==> src/rtl/id_rename_issue.sv <==
// ---------------------------------------------------------------------------
// id_rename_issue
//
// Decode-to-issue stage of the Tomasulo core. Takes one decoded uop per cycle
// over a valid/ready handshake, renames its sources through a per-register
// ROB tag table, and allocates a ROB entry. The renamed operands go into a
// single issue register facing the reservation stations of EX_UNITS units.
// A uop whose target unit is out of range is consumed and only counted.
//
// A tag of 0 means "value is in the table". Register 0 always reads as
// (tag 0, value 0).
//
// Build option:
//   ID_CM_BYPASS_EN  defined   : a source whose tag matches this cycle's
//                                commit reads (tag 0, cm_val) directly.
//                    undefined : such a source stalls in_ready for one cycle.
//                                By the next cycle the commit has cleared the tag.
//
// Ports
//   clk, rst          clock, synchronous active-low reset
//   flush             mispredict flush: clear all tags, drop the issue register
//   in_valid/in_ready decoded uop handshake (fire = in_valid & in_ready)
//   in_op, in_ex_unit op type and target unit (>= EX_UNITS marks an error uop)
//   in_rs1/2, in_rs_en source registers and their use flags
//   in_imm, in_imm_en immediate and "src2 is the immediate"
//   in_rd, in_rd_en   destination register and write flag
//   rob_full, rob_tag ROB back-pressure and next free (nonzero) tag
//   rob_alloc         ROB allocate strobe (combinational)
//   rob_rd, rob_op    destination (0 when unused) and op for the new ROB entry
//   cm_valid/rd/tag/val  ROB commit
//   rs_full           per-unit reservation station full
//   out_*             issue register: valid, unit, op, tags, values, ROB tag
//   err_cnt           saturating count of dropped error uops
// ---------------------------------------------------------------------------
module id_rename_issue #(
    parameter int XLEN     = 32,
    parameter int REG_NUM  = 32,
    parameter int TAG_W    = 4,
    parameter int EX_UNITS = 4,
    parameter int OP_W     = 6,
    localparam int RW      = $clog2(REG_NUM),
    localparam int UW      = $clog2(EX_UNITS) + 1
) (
    input  logic                clk,
    input  logic                rst,
    input  logic                flush,

    input  logic                in_valid,
    output logic                in_ready,
    input  logic [OP_W-1:0]     in_op,
    input  logic [UW-1:0]       in_ex_unit,
    input  logic [RW-1:0]       in_rs1,
    input  logic [RW-1:0]       in_rs2,
    input  logic [1:0]          in_rs_en,
    input  logic [XLEN-1:0]     in_imm,
    input  logic                in_imm_en,
    input  logic [RW-1:0]       in_rd,
    input  logic                in_rd_en,

    input  logic                rob_full,
    input  logic [TAG_W-1:0]    rob_tag,
    output logic                rob_alloc,
    output logic [RW-1:0]       rob_rd,
    output logic [OP_W-1:0]     rob_op,

    input  logic                cm_valid,
    input  logic [RW-1:0]       cm_rd,
    input  logic [TAG_W-1:0]    cm_tag,
    input  logic [XLEN-1:0]     cm_val,

    input  logic [EX_UNITS-1:0] rs_full,
    output logic                out_valid,
    output logic [UW-1:0]       out_ex_unit,
    output logic [OP_W-1:0]     out_op,
    output logic [TAG_W-1:0]    out_tag1,
    output logic [TAG_W-1:0]    out_tag2,
    output logic [XLEN-1:0]     out_val1,
    output logic [XLEN-1:0]     out_val2,
    output logic [TAG_W-1:0]    out_target,
    output logic [15:0]         err_cnt
);

    // Rename table: producer tag and last committed value per register.
    logic [TAG_W-1:0] tag_q [REG_NUM];
    logic [XLEN-1:0]  val_q [REG_NUM];

    logic             out_blocked;
    logic             accept;
    logic             is_err;
    logic             hazard;
    logic             fire;
    logic             ren_en;
    logic             hit1;
    logic             hit2;
    logic [TAG_W-1:0] raw_tag1;
    logic [TAG_W-1:0] raw_tag2;
    logic [XLEN-1:0]  raw_val1;
    logic [XLEN-1:0]  raw_val2;
    logic [TAG_W-1:0] src_tag1;
    logic [TAG_W-1:0] src_tag2;
    logic [XLEN-1:0]  src_val1;
    logic [XLEN-1:0]  src_val2;

    // Only legal units are ever loaded into the issue register, so a unit
    // index past the rs_full vector simply never blocks.
    always_comb begin
        out_blocked = 1'b0;
        for (int u = 0; u < EX_UNITS; u++) begin
            if (out_ex_unit == UW'(u)) begin
                out_blocked = rs_full[u];
            end
        end
    end

    assign accept = out_valid & ~out_blocked;
    assign is_err = (in_ex_unit >= UW'(EX_UNITS));

    // Operand read from the table as it stands before this cycle's updates,
    // so a uop with rs == rd sees the previous producer's tag.
    always_comb begin
        raw_tag1 = (in_rs_en[0] && (in_rs1 != '0)) ? tag_q[in_rs1] : '0;
        raw_val1 = (in_rs1 != '0) ? val_q[in_rs1] : '0;
        raw_tag2 = '0;
        raw_val2 = in_imm;
        if (!in_imm_en) begin
            raw_tag2 = (in_rs_en[1] && (in_rs2 != '0)) ? tag_q[in_rs2] : '0;
            raw_val2 = (in_rs2 != '0) ? val_q[in_rs2] : '0;
        end

        // A source still waiting on the tag being committed right now.
        hit1 = cm_valid && (raw_tag1 != '0) && (raw_tag1 == cm_tag);
        hit2 = cm_valid && (raw_tag2 != '0) && (raw_tag2 == cm_tag);

`ifdef ID_CM_BYPASS_EN
        hazard   = 1'b0;
        src_tag1 = hit1 ? '0 : raw_tag1;
        src_val1 = hit1 ? cm_val : raw_val1;
        src_tag2 = hit2 ? '0 : raw_tag2;
        src_val2 = hit2 ? cm_val : raw_val2;
`else
        hazard   = hit1 | hit2;
        src_tag1 = raw_tag1;
        src_val1 = raw_val1;
        src_tag2 = raw_tag2;
        src_val2 = raw_val2;
`endif
    end

    assign in_ready  = rst & ~flush & ~rob_full & (~out_valid | accept) & ~hazard;
    assign fire      = in_valid & in_ready;
    assign rob_alloc = fire & ~is_err;
    assign rob_rd    = in_rd_en ? in_rd : '0;
    assign rob_op    = in_op;
    assign ren_en    = rob_alloc & in_rd_en & (in_rd != '0);

    // Rename table update.
    always_ff @(posedge clk) begin
        if (!rst) begin
            for (int r = 0; r < REG_NUM; r++) begin
                tag_q[r] <= '0;
                val_q[r] <= '0;
            end
        end else begin
            // A commit always delivers its value, even during a flush.
            if (cm_valid && (cm_rd != '0)) begin
                val_q[cm_rd] <= cm_val;
            end
            if (flush) begin
                for (int r = 0; r < REG_NUM; r++) begin
                    tag_q[r] <= '0;
                end
            end else begin
                // Clear only if the committing ROB entry is still the newest
                // producer; a same-cycle rename of that register takes priority.
                if (cm_valid && (cm_rd != '0) && (tag_q[cm_rd] == cm_tag) &&
                    !(ren_en && (in_rd == cm_rd))) begin
                    tag_q[cm_rd] <= '0;
                end
                if (ren_en) begin
                    tag_q[in_rd] <= rob_tag;
                end
            end
        end
    end

    // Issue register. Error uops never load it; they behave as a bubble.
    always_ff @(posedge clk) begin
        if (!rst) begin
            out_valid   <= 1'b0;
            out_ex_unit <= '0;
            out_op      <= '0;
            out_tag1    <= '0;
            out_tag2    <= '0;
            out_val1    <= '0;
            out_val2    <= '0;
            out_target  <= '0;
        end else if (rob_alloc) begin
            out_valid   <= 1'b1;
            out_ex_unit <= in_ex_unit;
            out_op      <= in_op;
            out_tag1    <= src_tag1;
            out_tag2    <= src_tag2;
            out_val1    <= src_val1;
            out_val2    <= src_val2;
            out_target  <= rob_tag;
        end else if (flush || accept) begin
            out_valid   <= 1'b0;
        end
    end

    always_ff @(posedge clk) begin
        if (!rst) begin
            err_cnt <= '0;
        end else if (fire && is_err && (err_cnt != 16'hFFFF)) begin
            err_cnt <= err_cnt + 16'd1;
        end
    end

endmodule

==> config.mk <==
export PLATFORM = sky130hd
export DESIGN_NAME = id_rename_issue
export DESIGN_NICKNAME = d
export VERILOG_FILES = /design/src/rtl/id_rename_issue.sv
export SDC_FILE = /design/constraint.sdc
export NUM_CORES = 2
export LEC_CHECK = 0
export ABC_CLOCK_PERIOD_IN_PS = 4600
export BUFFER_PORTS_ARGS = -buffer_cell sky130_fd_sc_hd__buf_4
export CAP_MARGIN = 20
export CORE_ASPECT_RATIO = 1.4
export CORE_MARGIN = 1.5
export CORE_UTILIZATION = 35
export DETAILED_ROUTE_END_ITERATION = 10
export MAX_ROUTING_LAYER = met4
export PLACE_DENSITY_LB_ADDON = 0.15
export SLEW_MARGIN = 0
export SYNTH_ARGS = -nofsm -noshare
export SYNTH_HDL_FRONTEND = slang
export SYNTH_SLANG_ARGS = --single-unit
==> constraint.sdc <==
create_clock -name clk -period 4.6 [get_ports clk]
set_input_delay 0.46 -clock clk [delete_from_list [all_inputs] [get_ports clk]]
set_output_delay 0.46 -clock clk [all_outputs]
set_load 0.05 [all_outputs]
### Yosys cells after proc, flatten, opt, wreduce, memory -nomap -nowiden

Memory sizes are Yosys's and may differ from the RTL's.
Cells that the tools add are included.
W data, S select, Z words.

* register bits: 102
* bits in writable memories: 1152
* output and inout port bits: 115
* logic and storage cells: 164
* memories: 2

* add/subtract/negate cells: 1
* $lt $le $gt $ge: 1
* eq/ne operators: 8
* mux-type cells: 69
* bitwise logic cells: 49
* reduce and logical (&&, ||, !) cells: 25

Memories
* val_q: depth 32, bits a word 32, read ports 2, clocked after memory_dff 0, write ports 32, line 85 `logic [XLEN-1:0] val_q [REG_NUM];`
* tag_q: depth 32, bits a word 4, read ports 3, clocked after memory_dff 0, write ports 32, line 84 `logic [TAG_W-1:0] tag_q [REG_NUM];`

Operator list (count)
* $mux W4: 37
* $mux W32: 4
* $or A1 B1 Y1: 34
* $reduce_or A32 Y1: 1
* $mux W1: 24
* $mux W5: 4
* $reduce_bool A5 Y1: 4
* $add A16 B1 Y16 const B: 1
* $ne A16 B16 Y1 const B: 1
* $eq A4 B4 Y1: 3
* $logic_and A1 B1 Y1: 12
* $and A1 B1 Y1: 9
* $reduce_bool A4 Y1: 2
* $reduce_or A4 Y1: 2
* $eq A3 B2 Y1 const B: 2
* $not A1 Y1: 6
* $eq A5 B5 Y1: 1
* $eq A3 B1 Y1 const B: 1
* $ge A3 B3 Y1 const B: 1
* $logic_not A3 Y1: 1
* $reduce_bool A2 Y1: 1
* $logic_not A1 Y1: 1
* $logic_or A1 B1 Y1: 1

### Longest topological paths before layout

* depth after elaboration: 23
* depth in mapped cells: 16
* depth with buffers taken out: 10

### Worst setup path before layout

Ideal clock, no wire load.

* kind: input-to-reg
* start: input port cm_rd[1]
* end: memory val_q[10][0], enable pin
* data arrival time: 4028 ps
* data required time: 4134 ps
* slack: 106 ps
* stages on the path: 6
* cells stage by stage: clkbuf_1 -> clkbuf_1 -> nor2b_1 -> nand3_1 -> clkbuf_1 -> o21ai_0

RTL lines
* start, declared: line 67 `input logic [RW-1:0] cm_rd,`
* end, declared: line 85

==> results by group <==
STA
  – Max-slew violation count: 0
  – Worst Max-Slew Pin Slew: 1120 ps
  – Final Skew: 27.8 ps
  – Hold Violations, Final: 0
  – Tcrit/Tclk final: 98.0%
  – Slew HR: 25.5%
  – Final setup vio count: 0
  – RSZ-0062 raised after global routing: false
  – Clock period minus worst slack: 4510 ps
  – Setup TNS: 0 ps
  – F_max: 0.222 GHz

Floorplan
  – Die Ht: 519 um
  – Core Region: 189,000 um^2
  – Row count: 189
  – DIE AREA: 193,000 um^2
  – IO Pins: 230
  – Chip width: 372 um
  – Initial Util: 35.2%

Finish
  – FILL cells: 17,286
  – Core Util, Final: 40.4%
  – Area Overhead vs Synth: 14.6%
  – Layout cell share with drive strength beyond 1: 30.0%
  – Reg area: 36,600 um^2
  – Most frequent cells in the layout: 1,152 x edfxtp_1, 1,004 x and2_1, 653 x mux4_2
  – Most common cell after layout, fill and taps aside: edfxtp_1
  – NumNets Final: 4,696
  – Multi-input gate area: 28,700 um^2

Power and ir drop
  – Power Dens Cells: 358 nW/um^2
  – Max VDD drop: 234 uV
  – LEAKAGE: 0.0259 uW

Global routing
  – Largest net degree at the start of global routing: 115
  – Number of global-route vias before repair: 42,647
  – Total Routing Usage GR: 26.0%
  – First-pass GRT wire length: 339,000 um
  – Initial antenna violation count: 22
  – Total global routing overflow: 0

Flow run
  – Max-cap violations: 0

Critical path
  – Critical path endpoint category: output pin
  – Data required, critical path: 4140 ps
  – Critical Path AT: 4050 ps
  – Startpoint Class: register
  – CP Class: register to output pin
  – Worst Path Max Fanout: 40

Logic synthesis
  – Predominant post-synthesis flop cell: edfxtp_1
  – Synth cell types: 71
  – Post-synthesis cell area: 66,600 um^2
  – Asr flop ratio synth: 0%
  – Largest family of logic cells by synthesized area: multiplexers
  – Adder-cell share of the synthesized area: 0.0188%
  – Synth Area in XOR/XNOR: 0.158%
  – Synth Warn #: 0
  – Post-synthesis simple-gate area fraction: 12.8%
  – Post-synthesis sequential area ratio: 55.0%
  – #FFs+latches synth: 1,254
  – Post-Syn Area per Cell: 15.0 um^2
  – Complex-gate fraction of the synthesized area: 3.87%
  – Mux contribution to synthesized area: 25.1%
  – EDFF count, synth: 1,152
  – Mapped Cells: 4,438

Drt
  – Detailed Route WL: 245,000 um
  – DR WL/cell: 34.1 um
  – Post-route DRC: 0
  – Iteration-0 DRC Markers: 3,909
  – Routed Antenna Nets: 0
  – Drt via density: 5.84
  – First drt pass iteration count: 5
  – Vias: 41,910

Run status
  – Status: complete, no violations

Clocking
  – CTS tree: done
  – Clock root cell: clkbuf_16
  – TritonCTS Buffers: 132
  – CTS HTree Levels: 4
  – Clock Tree Buf Depth: 3
  – Clk sinks: 1,254
  – Worst-path clk slew: 60 ps
  – Clock Latency Late Sink: 790 ps

Placement
  – Dpl hpwl: 151,000 um
  – Port Buffers: 229
  – Final estimated routing congestion in global placement: 0.942

Hold path
  – Worst min-delay path category: input pin to register
state kept, by name, indices dropped and copies added, names as in the netlist:
name / count
out_op: 6
tag_q: 128
out_val2: 32
err_cnt: 16
out_tag1: 4
out_val1: 32
out_target: 4
out_valid: 1
out_ex_unit: 3
out_tag2: 4
val_q: 1024
layer usage:
metal  up-vias  global-route usage [%]  part of all wire, %
met5         -                       -                    0
met4         0                    7.76                  3.1
met3       374                    4.10                  6.5
met2      1652                    43.5                   51
met1     22395                    32.2                   40
li1      17489                       -                    -
critical path, cell delays in order (launching register included):
cell and delay, ps:
edfxtp_1 500, mux4_2 500, mux2_2 280, o2bb2ai_1 230, nor4_1 120, buf_4 170, or3_1 390, a21oi_2 240
o211ai_4 210, inv_6 130, buf_12 220, buf_4 240
worst paths after layout:
path,slack (ps),to,start,cells after the start
worst max register to register,480,tag_q[31][0],tag_q[28][3],12
worst max-delay path,90,rob_alloc,tag_q[28][3],11
worst min register to register,450,out_val1[28],out_val1[28],2
worst min-delay path,70,out_target[2],rob_tag[2],3
report_power, final:
| group | switching (uW) | total, uW | internal, uW |
|---|---|---|---|
| logic | 1970 | 3420 | 1450 |
| registers | 312 | 13300 | 13000 |
| clock network | 4700 | 10600 | 5880 |
cell usage after synthesis (47+ instances only):
cell type	number	area share, %
clkbuf_1	356	2.0
dfxtp_1	102	3.1
o221ai_1	47	0.62
a211oi_1	51	0.57
nor2_1	216	1.2
o21ai_0	50	0.38
mux2i_1	143	2.1
mux2_2	49	0.83
edfxtp_1	1152	52
a22oi_1	64	0.72
buf_2	56	0.42
mux4_2	653	22
and2_1	1004	9.4
a21oi_1	56	0.42
nand2_1	109	0.61
cell type report:
| class | count | area share (%) |
|---|---|---|
| diodes | 15 | 0.0492 |
| clock buffers | 188 | 4.86 |
| clock inverters | 48 | 0.533 |
| inverters | 7 | 0.0475 |
| multi-input cells | 2739 | 37.6 |
| flip-flops and latches | 1254 | 48.0 |
| well taps | 2483 | 4.07 |
| repair buffers | 446 | 4.86 |
timing repair:
action	4_1_cts	5_1_grt
setup endpoints to repair	1	0
resized for setup	2	0
hold endpoints to repair	9	0
setup buffers	1	0
hold buffers	9	0
metrics by stage:
step	instance area, um^2	std cells	power [uW]	setup slack [ps]	hold WS [ps]
floorplan	66700	4473	15500	106	604
global placement	72100	6919	16900	333	443
detailed placement	72100	6919	17000	299	449
CTS	76300	7165	27500	88.4	20.9
global route	76300	7173	28100	1.94	36.6
finish	76400	7180	27300	90.0	75.0
logic make-up (layout without fill, tap and decap cells):
group                      count (synthesis)  after routing
muxes                                    847            847
xor gates and xnor gates                  12             12
and+or+nand+nor                         1484           1484
AOI/OAI and AO/OA                        359            359
DFF                                     1254           1254
other                                      1             51
adders and majority gates                  1              1
buffers and inverters                    480            689
Power figures use the tool's default switching activity.
